File: src/rtl/br_resolve.sv
// br_resolve - branch resolution unit for the 2-bit branch predictor.
//
// Queues each prediction issued at fetch ({take, tgt, fall}) in a circular
// FIFO, checks the oldest entry against the outcome from execute, drives the
// predictor training strobe and raises a one-cycle flush with the redirect PC
// on a misprediction. All outputs are registered (resolve in N -> outputs N+1).
//
// Optional feature: define BR_RESOLVE_STATS_EN to build the saturating
// resolved-branch / misprediction counters; otherwise br_cnt/mis_cnt are 0.
//
// Ports:
//   clk, rst_n          clock, asynchronous active-low reset
//   pred_vld/take/tgt/fall, pred_rdy   prediction push interface
//   res_vld, res_taken  actual outcome of the oldest outstanding branch
//   upd_vld, upd_taken  predictor training strobe and direction
//   flush, redirect_pc  mispredict pulse and correct PC
//   res_err             sticky: resolve seen with an empty queue
//   br_cnt, mis_cnt     statistics counters
module br_resolve #(
  parameter int DEPTH = 4,
  parameter int PC_W  = 16
) (
  input  logic            clk,
  input  logic            rst_n,
  input  logic            pred_vld,
  input  logic            pred_take,
  input  logic [PC_W-1:0] pred_tgt,
  input  logic [PC_W-1:0] pred_fall,
  output logic            pred_rdy,
  input  logic            res_vld,
  input  logic            res_taken,
  output logic            upd_vld,
  output logic            upd_taken,
  output logic            flush,
  output logic [PC_W-1:0] redirect_pc,
  output logic            res_err,
  output logic [15:0]     br_cnt,
  output logic [15:0]     mis_cnt
);

  localparam int AW = $clog2(DEPTH);
  localparam logic [AW:0] FULL = (AW+1)'(DEPTH);

  typedef enum logic {RUN, FLUSH} state_t;

  state_t state_reg, state_next;

  logic            take_mem [DEPTH];
  logic [PC_W-1:0] tgt_mem  [DEPTH];
  logic [PC_W-1:0] fall_mem [DEPTH];

  logic [AW-1:0] wr_ptr_reg, rd_ptr_reg;
  logic [AW:0]   count_reg;

  logic run, res_acc, pop, mispred, push;

  assign run      = (state_reg == RUN);
  assign pred_rdy = (count_reg != FULL) & run;
  assign res_acc  = res_vld & run;
  assign pop      = res_acc & (count_reg != '0);
  assign mispred  = pop & (res_taken != take_mem[rd_ptr_reg]);
  // Anything pushed alongside a mispredict is on the wrong path.
  assign push     = pred_vld & pred_rdy & ~mispred;

  always_ff @(posedge clk or negedge rst_n) begin
    if (!rst_n) state_reg <= RUN;
    else        state_reg <= state_next;
  end

  always_comb begin
    state_next = state_reg;
    case (state_reg)
      RUN:     if (mispred) state_next = FLUSH;
      FLUSH:   state_next = RUN;
      default: state_next = RUN;
    endcase
  end

  // Payload storage carries no reset; validity is tracked by count_reg.
  always_ff @(posedge clk) begin
    if (push) begin
      take_mem[wr_ptr_reg] <= pred_take;
      tgt_mem[wr_ptr_reg]  <= pred_tgt;
      fall_mem[wr_ptr_reg] <= pred_fall;
    end
  end

  always_ff @(posedge clk or negedge rst_n) begin
    if (!rst_n) begin
      wr_ptr_reg <= '0;
      rd_ptr_reg <= '0;
      count_reg  <= '0;
    end else if (mispred) begin
      wr_ptr_reg <= '0;
      rd_ptr_reg <= '0;
      count_reg  <= '0;
    end else begin
      if (push) wr_ptr_reg <= wr_ptr_reg + 1'b1;
      if (pop)  rd_ptr_reg <= rd_ptr_reg + 1'b1;
      case ({push, pop})
        2'b10:   count_reg <= count_reg + 1'b1;
        2'b01:   count_reg <= count_reg - 1'b1;
        default: count_reg <= count_reg;
      endcase
    end
  end

  always_ff @(posedge clk or negedge rst_n) begin
    if (!rst_n) begin
      upd_vld     <= 1'b0;
      upd_taken   <= 1'b0;
      flush       <= 1'b0;
      redirect_pc <= '0;
      res_err     <= 1'b0;
    end else begin
      upd_vld <= pop;
      flush   <= mispred;
      if (pop)     upd_taken   <= res_taken;
      if (mispred) redirect_pc <= res_taken ? tgt_mem[rd_ptr_reg] : fall_mem[rd_ptr_reg];
      if (res_acc && (count_reg == '0)) res_err <= 1'b1;
    end
  end

`ifdef BR_RESOLVE_STATS_EN
  logic [15:0] br_cnt_reg, mis_cnt_reg;

  always_ff @(posedge clk or negedge rst_n) begin
    if (!rst_n) begin
      br_cnt_reg  <= '0;
      mis_cnt_reg <= '0;
    end else begin
      if (pop && (br_cnt_reg != 16'hFFFF))      br_cnt_reg  <= br_cnt_reg + 16'd1;
      if (mispred && (mis_cnt_reg != 16'hFFFF)) mis_cnt_reg <= mis_cnt_reg + 16'd1;
    end
  end

  assign br_cnt  = br_cnt_reg;
  assign mis_cnt = mis_cnt_reg;
`else
  assign br_cnt  = 16'd0;
  assign mis_cnt = 16'd0;
`endif

endmodule

File: config.mk
export PLATFORM = sky130hd
export DESIGN_NAME = br_resolve
export DESIGN_NICKNAME = d
export VERILOG_FILES = /design/src/rtl/br_resolve.sv
export SDC_FILE = /design/constraint.sdc
export NUM_CORES = 1
export LEC_CHECK = 0
export ABC_AREA = 1
export BUFFER_PORTS_ARGS = -buffer_cell sky130_fd_sc_hd__buf_2
export CAP_MARGIN = 40
export CORE_ASPECT_RATIO = 2
export CORE_MARGIN = 2
export CORE_UTILIZATION = 45
export CTS_CLUSTER_DIAMETER = 40
export DETAILED_ROUTE_END_ITERATION = 8
export PLACE_DENSITY = 0.62
export SLEW_MARGIN = 20
export SYNTH_ARGS = -nofsm -noshare
export SYNTH_HDL_FRONTEND = slang
export SYNTH_SLANG_ARGS = --single-unit
File: constraint.sdc
create_clock -name clk -period 4.05 [get_ports clk]
set_input_delay 0.405 -clock clk [delete_from_list [all_inputs] [get_ports clk]]
set_output_delay 0.405 -clock clk [all_outputs]
set_load 0.005 [all_outputs]
==> results of run 1 <==
## through the flow
step | setup WS (ns) | util (%)
5_1_grt | 1.446 | 53.01
2_1_floorplan | 1.065 | -
3_3_place_gp | 1.682 | 48.40
4_1_cts | 1.669 | 53.01
6_report | 1.689 | 53.01
3_5_place_dp | 1.591 | 48.40
## kinds of logic (layout without fill, tap and decap cells)
kind of cell	count (synthesis)	count (layout)	share of synthesized area [%]
other	1	32	0.05640
adder cells (fa/ha/maj)	5	5	1.054
flip-flops	160	160	70.15
buffers and inverters	78	118	6.981
AO/OA/AOI/OAI	120	120	10.73
XOR/XNOR	2	2	0.2635
AND/OR/NAND/NOR	152	152	10.76
## cell type report
cell class | count | share of cell area [%]
Sequential cell | 160 | 61.00
Multi-Input combinational cell | 311 | 21.53
Clock buffer | 19 | 5.660
Timing Repair Buffer | 66 | 4.580
Tap cell | 192 | 3.141
Clock inverter | 13 | 3.043
Inverter | 20 | 1.047
## power breakdown
part           internal (uW)  switching (uW)  total, uW
sequential              2190             143       2330
clock                   1160             617       1780
combinational            569            1170       1740
## routing by layer
layer	vias to the layer above	track usage (%)	wire [um]
met5	-	0	0
met4	0	8.910	309
met3	13	4.118	557
met2	127	33.43	7768
met1	1993	19.89	5307
li1	1893	-	-
## path summary, 6_finish.rpt
kind	start	to	slack (ns)	depth (start not counted)
min	rst_n	state_reg$_DFF_PN0_	-0.007	1
max	rd_ptr_reg[1]$_DFFE_PN0P_	count_reg[2]$_DFFE_PN0P_	1.69	15
max reg2reg	rd_ptr_reg[1]$_DFFE_PN0P_	count_reg[2]$_DFFE_PN0P_	1.69	15
max in group asynchronous	rst_n	rd_ptr_reg[0]$_DFFE_PN0P_	3.63	1
min reg2reg	redirect_pc[9]$_DFFE_PN0P_	redirect_pc[9]$_DFFE_PN0P_	0.48	1
min in group clk	pred_fall[15]	fall_mem[3][15]$_DFFE_PP_	0.21	1
## cells in the final DEF, fill, tap and decap left out, types with 6 or more instances in the layout
master and count:
nand3_2 16, o21a_1 16, nand3_1 11, clkbuf_16 17
bufinv_16 6, o22ai_1 32, buf_4 8, dfrtp_1 27
inv_1 12, o21ai_1 30, o21ai_0 37, buf_2 58
nor2_1 65, conb_1 32, inv_2 6, nand2_1 51
edfxtp_1 132
==> results_dict.tcl, run 1 <==
set metrics [dict create \
    status "complete, but fails checks" \
    violations "hold timing" \
    syn_avg_cell_area_um2 12.84 \
    multi_input_area_um2 1647 \
    synth_enable_flop_cells 132 \
    critPathKind "reg -> reg" \
    grt_antenna_before_repair 0 \
    netlist-cell-type-count 31 \
    setup_viol 0 \
    syn_inst 518 \
    yosysMostFrequentCell "edfxtp_1" \
    power_uw 5846 \
    hold_ws_ns -0.007073 \
    slowest_stage "fa_1" \
    fill_cells 1236 \
    dp_hpwl_mm 8.842 \
    post_drt_via_cell_ratio 5.155 \
    p_per_area_nw_per_um2 764.3 \
    seqCellArea_um2 4666 \
    reg.largest.list "fall_mem: 64 flops, tgt_mem: 64 flops, redirect_pc: 16 flops" \
    coreArea_um2 14430 \
    ctsResizeCount 0 \
    grt_pass1_wl_mm 21.67 \
    clock_latency_ns 0.42 \
    place.gp.congestion 0.7777 \
    crit_top_cell "nand2_1" \
    synth_top_area_share_pct 59.62 \
    drt_iter0_drc 376 \
    cp_top_family "simple AND/OR/NAND/NOR gates" \
    hold_path_class "in -> async" \
    drive_gt1_share_pct 22.24 \
    numClockSinks 160 \
    synth_top_area_cell "edfxtp_1" \
    cts_hold_buffers 0 \
    layout.nets 619 \
    fp-row-count 62 \
    die_area_um2 15820 \
    synth_ff_type "edfxtp_1" \
    finalClockSkew_ns 0.009064 \
    path_buf_inv 4 \
    max_freq_ghz 0.4235 \
    fin_area_um2 7649 \
    drc 0 \
    max_slew_margin_pct 54.54 \
    crit_chain "buf_4 -> inv_1 -> nand3_2 -> nand2_1 -> nand2_2 -> nand2_4 -> o21bai_4 -> inv_2 -> fa_1 -> xnor2_1 -> inv_1 -> nand2_1 -> nand2_1 -> nand2_1 -> nand2_1" \
    h-tree-depth 4 \
    synth-seq-cells 160 \
    min_period_ns 2.361 \
    ant_nets 0 \
    grt_util_all_layers_pct 18.30 \
    cts_root_buf "clkbuf_16" \
    area_delta_synth_final_pct 15.04 \
    start_util_pct 46.08 \
    fin_cells 781 \
    post-route-period-util_pct 58.30 \
    yosysWarningCount 0 \
    max_cap_viol_count 0 \
    first_global_vias 4154 \
    vias 4026 \
    grt-ovfl-total 0 \
    netlist_area_um2 6649 \
    max_slew.worst_pin.slew_ns 0.6819 \
    io_buffers 58 \
    io-pin-count 91 \
    synth_common_cells "132 x edfxtp_1, 69 x nor2_1, 51 x nand2_1" \
    crit_arrival_ns 2.67 \
    seq_area_frac_synth_pct 70.15 \
    cts_made_buffers 17 \
    wl_mm 13.94 \
    post_dp_cell_area_um2 6983 \
    crit_fanout 34 \
    synth-async-reset-ratio_pct 17.50 \
    antennaDiodeCount 0 \
    hold_viol 28 \
    firstDrtPassIters 5 \
    peakVddDrop_mv 0.3415 \
    cts_tree "yes" \
    path_clk_slew_ns 0.06 \
    cts_buffer_depth 2 \
    die_h_um 175.9 \
    avgRoutedWirePerCell_um 17.85 \
    die_width_um 89.95 \
    grt_max_degree 65 \
    rsz0062_at_grt "false" \
    timing.setup.tns_ns 0 \
    end_kind "flip-flop" \
    p_leak_uw 0.002838 \
    dp_cells 749 \
    critPathLaunchType "flip-flop" \
    maxSlewViolCount 0 \
    yosys-top-cells-area "edfxtp_1 60%, dfrtp_1 11%, nor2_1 3.9%, buf_4 3.6%, o22ai_1 3.0%" \
    slowest_delay_ns 0.38 \
    postCtsSetupRepairBufs 0 \
    cp.required_ns 4.36 \
]
(Power assumes the default switching activity.)
==> inputs of run 2 (changes only) <==
clock period = 2.4 ns   (was 4.05 ns; I/O delays follow)
==> run 2 against run 1 <==
Effect of this change: the run now ends clean; power increased by 66%; utilization increased by 0.20 points; sequential share of layout area is 0.23 points lower; via count up 1.5%; cell area grew 0.38%; first-iteration DRC count is 31% lower; die area unchanged; setup slack worse by 1.5 ns.
==> results_dict.tcl, run 2 (synthesis gave the netlist of run 1 again) <==
set metrics [dict create \
    status "completed" \
    seqCellArea_um2 4666 \
    drt_iter0_drc 258 \
    fin_cells 791 \
    clock_latency_ns 0.42 \
    area_delta_synth_final_pct 15.47 \
    power_uw 9680 \
    avgRoutedWirePerCell_um 18.02 \
    worstHoldPathCells 1 \
    crit_top_cell "nand2_1" \
    die_width_um 89.95 \
    slowest_stage "dfrtp_2" \
    cp.required_ns 2.72 \
    grt-ovfl-total 0 \
    end_kind "flip-flop" \
    postCtsSetupRepairBufs 0 \
    layout.nets 629 \
    wl_mm 14.26 \
    crit_chain "inv_4 -> nand2_1 -> nand3_2 -> nand2_1 -> nand2_2 -> nand2_4 -> o21bai_4 -> inv_2 -> fa_1 -> xnor2_2 -> inv_1 -> nand2_1 -> nand2_1 -> nand2_1 -> nand2_1" \
    firstDrtPassIters 4 \
    reg2reg_depth 15 \
    rsz0062_at_grt "false" \
    grt_antenna_before_repair 0 \
    p_per_area_nw_per_um2 1261 \
    timing.setup.tns_ns 0 \
    grt_max_degree 42 \
    cts_made_buffers 17 \
    reg2reg_from "rd_ptr_reg[0]$_DFFE_PN0P_" \
    io_buffers 58 \
    place.gp.congestion 0.7710 \
    h-tree-depth 4 \
    cp_top_family "simple AND/OR/NAND/NOR gates" \
    max_cap_viol_count 0 \
    grt_pass1_wl_mm 22.85 \
    finalClockSkew_ns 0.008781 \
    hold_ws_ns 0.03065 \
    ant_nets 0 \
    setup_viol 0 \
    max_slew.worst_pin.slew_ns 0.6431 \
    maxSlewViolCount 0 \
    final_common_cell "edfxtp_1" \
    drc 0 \
    drive_gt1_share_pct 23.37 \
    die_h_um 175.9 \
    reg.largest.list "fall_mem: 64 flops, tgt_mem: 64 flops, redirect_pc: 16 flops" \
    max_slew_margin_pct 57.13 \
    first_global_vias 4163 \
    path_buf_inv 3 \
    crit_fanout 10 \
    hold_end "tgt_mem[0][5]$_DFFE_PP_" \
    die_area_um2 15820 \
    io-pin-count 91 \
    slowest_delay_ns 0.45 \
    multi_input_area_um2 1654 \
    r2r_setup_slack_ns 0.21 \
    path_clk_slew_ns 0.06 \
    max_freq_ghz 0.4559 \
    post-route-period-util_pct 91.40 \
    antennaDiodeCount 0 \
    start_util_pct 46.08 \
    hold_viol 0 \
    fill_cells 1258 \
    regToRegEndpoint "count_reg[2]$_DFFE_PN0P_" \
    dp_hpwl_mm 9.285 \
    grt_util_all_layers_pct 19.01 \
    coreArea_um2 14430 \
    vias 4086 \
    cts_buffer_depth 2 \
    fp-row-count 62 \
    hold_path.startpoint "pred_tgt[5]" \
    cts_root_buf "clkbuf_16" \
    dp_cells 758 \
    critPathLaunchType "flip-flop" \
    crit_arrival_ns 2.51 \
    cts_tree "yes" \
    critPathKind "reg -> reg" \
    min_period_ns 2.194 \
    numClockSinks 160 \
    post_drt_via_cell_ratio 5.166 \
    hold_path_class "in -> reg" \
    layout.cells.most_common_list "132 x edfxtp_1, 65 x nor2_1, 58 x buf_2" \
    peakVddDrop_mv 0.5812 \
    p_leak_uw 0.002855 \
]
## run 2: cell count changes in the layout (fill, tap and decap cells not counted), sizes merged
cell | previous run | this run
buf | 66 | 75
clkinv | 5 | 3
clkbuf | 19 | 21
inv | 21 | 22
dlygate4sd3 | 0 | 1
bufinv | 6 | 3
clkinvlp | 1 | 3
## run 2: worst max path at each step
| stage | start | end | slack (ns) | depth (start not counted) |
|---|---|---|---|---|
| 4_1_cts | rd_ptr_reg[0]$_DFFE_PN0P_ | count_reg[2]$_DFFE_PN0P_ | 0.18 | 15 |
| 2_1_floorplan | rd_ptr_reg[0]$_DFFE_PN0P_ | fall_mem[0][0]$_DFFE_PP_ | -0.46 | 9 |
| 3_3_place_gp | rd_ptr_reg[0]$_DFFE_PN0P_ | count_reg[2]$_DFFE_PN0P_ | 0.29 | 15 |
| 5_1_grt | rd_ptr_reg[0]$_DFFE_PN0P_ | count_reg[2]$_DFFE_PN0P_ | 0.05 | 15 |
| 3_5_place_dp | rd_ptr_reg[0]$_DFFE_PN0P_ | count_reg[2]$_DFFE_PN0P_ | 0.20 | 15 |
| 6_report | rd_ptr_reg[0]$_DFFE_PN0P_ | count_reg[2]$_DFFE_PN0P_ | 0.21 | 15 |
## run 2: power breakdown
group	total, uW	leakage [uW]	internal (uW)	switching, uW
registers	3930	0.00153	3690	244
logic	3010	0.00104	1030	1980
clock network	2740	0.000285	1680	1060
total	9680	0.00286	6390	3290
## run 2: final cells by class
type	count	area share, %
Clock buffer	21	5.867
Clock inverter	11	2.037
Inverter	20	1.076
Multi-Input combinational cell	311	21.55
Sequential cell	160	60.77
Tap cell	192	3.129
Timing Repair Buffer	76	5.574
## run 2: timing repair
item / in CTS / in global routing
hold endpoints to repair: 28 / 0
gates resized for setup: 0 / 2
setup endpoints to repair: 0 / 1
hold buffers: 1 / 0
## run 2: per-layer routing
metal / part of all wire [%] / global-route usage, %
met1: 40 / 22.11
met2: 54 / 34.03
met3: 4.0 / 4.076
met4: 2.7 / 7.821
met5: 0 / 0
## run 2: metrics by stage
stage	cell area [um^2]	utilization, %	setup slack, ns
floorplan	6765	-	-0.4591
global placement	7051	48.86	0.2942
detailed placement	7051	48.86	0.1977
CTS	7667	53.14	0.1778
global route	7677	53.21	0.04740
finish	7677	53.21	0.2064
==> inputs of run 3 (changes only) <==
HOLD_SLACK_MARGIN = 0.03   (was default)
SETUP_SLACK_MARGIN = 0.5   (was default)
==> run 3 against run 2 <==
Effect of this change: setup slack improved by 0.21 ns; clock power shrank 4%; sequential share of layout area fell by 3.4 points; sequential cell count unchanged; largest cell class unchanged.
==> results_dict.tcl, run 3 (synthesis gave the netlist of run 1 again) <==
set metrics [dict create \
    cts_root_buf "clkbuf_16" \
    numClockSinks 160 \
    path_clk_slew_ns 0.06 \
    max_slew_margin_pct 55.77 \
    p_per_area_nw_per_um2 1247 \
    reg.largest.list "fall_mem: 64 flops, tgt_mem: 64 flops, redirect_pc: 16 flops" \
    fin_area_um2 8132 \
    avgRoutedWirePerCell_um 18.70 \
    end_kind "flip-flop" \
    layout.cells.most_common_list "132 x edfxtp_1, 64 x nor2_1, 58 x buf_2" \
    timing.setup.tns_ns 0 \
    drive_gt1_share_pct 27.08 \
    grt_pass1_wl_mm 22.48 \
    max_slew.worst_pin.slew_ns 0.6634 \
    critPathKind "reg -> reg" \
    cp.required_ns 2.71 \
    p_leak_uw 0.003040 \
    status "completed" \
    hold_viol 0 \
    fill_cells 1194 \
    max_freq_ghz 0.5031 \
    coreArea_um2 14430 \
    fp-row-count 62 \
    crit_arrival_ns 2.29 \
    dp_cells 755 \
    io_buffers 58 \
    place.gp.congestion 0.7980 \
    pwr-share-seq_pct 38.6 \
    maxSlewViolCount 0 \
    io-pin-count 91 \
    first_global_vias 4180 \
    crit_fanout 4 \
    start_util_pct 46.08 \
    grt_util_all_layers_pct 18.92 \
    rsz0062_at_grt "true" \
    post_drt_via_cell_ratio 5.235 \
    p_clk_share_pct 26.0 \
    area_delta_synth_final_pct 22.30 \
    combPwrFrac_pct 35.5 \
    finalClockSkew_ns 0.007025 \
    final_common_cell "edfxtp_1" \
    setup_viol 0 \
    post_dp_cell_area_um2 7088 \
    seqCellArea_um2 4666 \
    drc 0 \
    min_period_ns 1.988 \
    cts_tree "yes" \
    ant_nets 0 \
    peakVddDrop_mv 0.5632 \
    multi_input_area_um2 1717 \
    p_switching_uw 3523 \
    die_area_um2 15820 \
    h-tree-depth 4 \
    switching_share_pct 34.73 \
    vias 4272 \
    post-route-period-util_pct 82.83 \
    max_cap_viol_count 0 \
    fin_cells 816 \
    wl_mm 15.26 \
    grt_max_degree 46 \
    cts_made_buffers 17 \
    layout.nets 654 \
    die_h_um 175.9 \
    p_int_uw 6620 \
    hold_path_class "in -> reg" \
    firstDrtPassIters 5 \
    antennaDiodeCount 0 \
    grt-ovfl-total 0 \
    cts_buffer_depth 2 \
    clock_latency_ns 0.42 \
    dp_hpwl_mm 9.127 \
    grt_antenna_before_repair 0 \
    die_width_um 89.95 \
    drt_iter0_drc 244 \
    critPathLaunchType "flip-flop" \
]
run 3: final cells by class:
type | instances | area share [%]
tap | 192 | 2.954
inverter | 20 | 1.000
multi-input combinational | 311 | 21.11
timing repair buffer | 101 | 10.34
sequential | 160 | 57.38
clock buffer | 17 | 5.232
clock inverter | 15 | 1.985
run 3: metal layers:
layer | up-vias | share of wire, % | track usage [%]
li1 | 1969 | - | -
met1 | 2111 | 38 | 21.07
met2 | 156 | 54 | 34.00
met3 | 36 | 4.5 | 3.947
met4 | 0 | 3.9 | 9.679
met5 | - | 0 | 0
run 3: timing repair:
| item | 4_1_cts | 5_1_grt |
|---|---|---|
| gates resized for setup | 5 | 22 |
| buffers inserted | 6 | 9 |
| cloned | 2 | 4 |
| hold endpoints to repair | 55 | 0 |
| setup endpoints to repair | 57 | 120 |
| hold buffers | 8 | 0 |
| pin swaps | 3 | 13 |
run 3: final timing paths:
path                       slack (ns)  cells after the start                          end                   startpoint
max                              0.41                     15     count_reg[2]$_DFFE_PN0P_    rd_ptr_reg[0]$_DFFE_PN0P_
min                              0.04                      1     tgt_mem[3][15]$_DFFE_PP_                 pred_tgt[15]
max reg2reg                      0.41                     15     count_reg[2]$_DFFE_PN0P_    rd_ptr_reg[0]$_DFFE_PN0P_
min reg2reg                      0.48                      1  redirect_pc[10]$_DFFE_PN0P_  redirect_pc[10]$_DFFE_PN0P_
max in group asynchronous        1.54                      2    rd_ptr_reg[0]$_DFFE_PN0P_                        rst_n
min in group asynchronous        0.39                      2     count_reg[0]$_DFFE_PN0P_                        rst_n
run 3: metrics by stage:
step | util, % | hold WS [ns] | setup slack (ns) | power (uW)
detailed placement | 49.12 | 0.3158 | 0.2994 | 7047
floorplan | - | -0.05559 | 0.4308 | 6108
global placement | 49.12 | 0.3130 | 0.3821 | 6963
CTS | 54.58 | 0.03013 | 0.4113 | 9870
global route | 56.36 | 0.03335 | 0.2935 | 10670
finish | 56.36 | 0.04263 | 0.4122 | 10140
run 3: power by group through the flow:
stage,registers (uW),clock network [uW],logic [uW]
after global routing,3970,2770,3930
after detailed placement,3970,0,3070
final,3910,2630,3600
after global placement,3940,0,3020
after floorplan,3940,0,2160
after CTS,3920,2670,3280
run 3: critical path, stage by stage (launching register included):
cell	delay (ns)
dfrtp_2	0.44
inv_2	0.09
nand2_2	0.05
nand3_2	0.07
nand2_2	0.06
nand2_2	0.08
nand2_4	0.06
o21bai_4	0.13
inv_2	0.06
fa_2	0.38
xnor2_2	0.19
inv_1	0.06
nand2_1	0.06
nand2_1	0.05
nand2_1	0.06
nand2_1	0.05
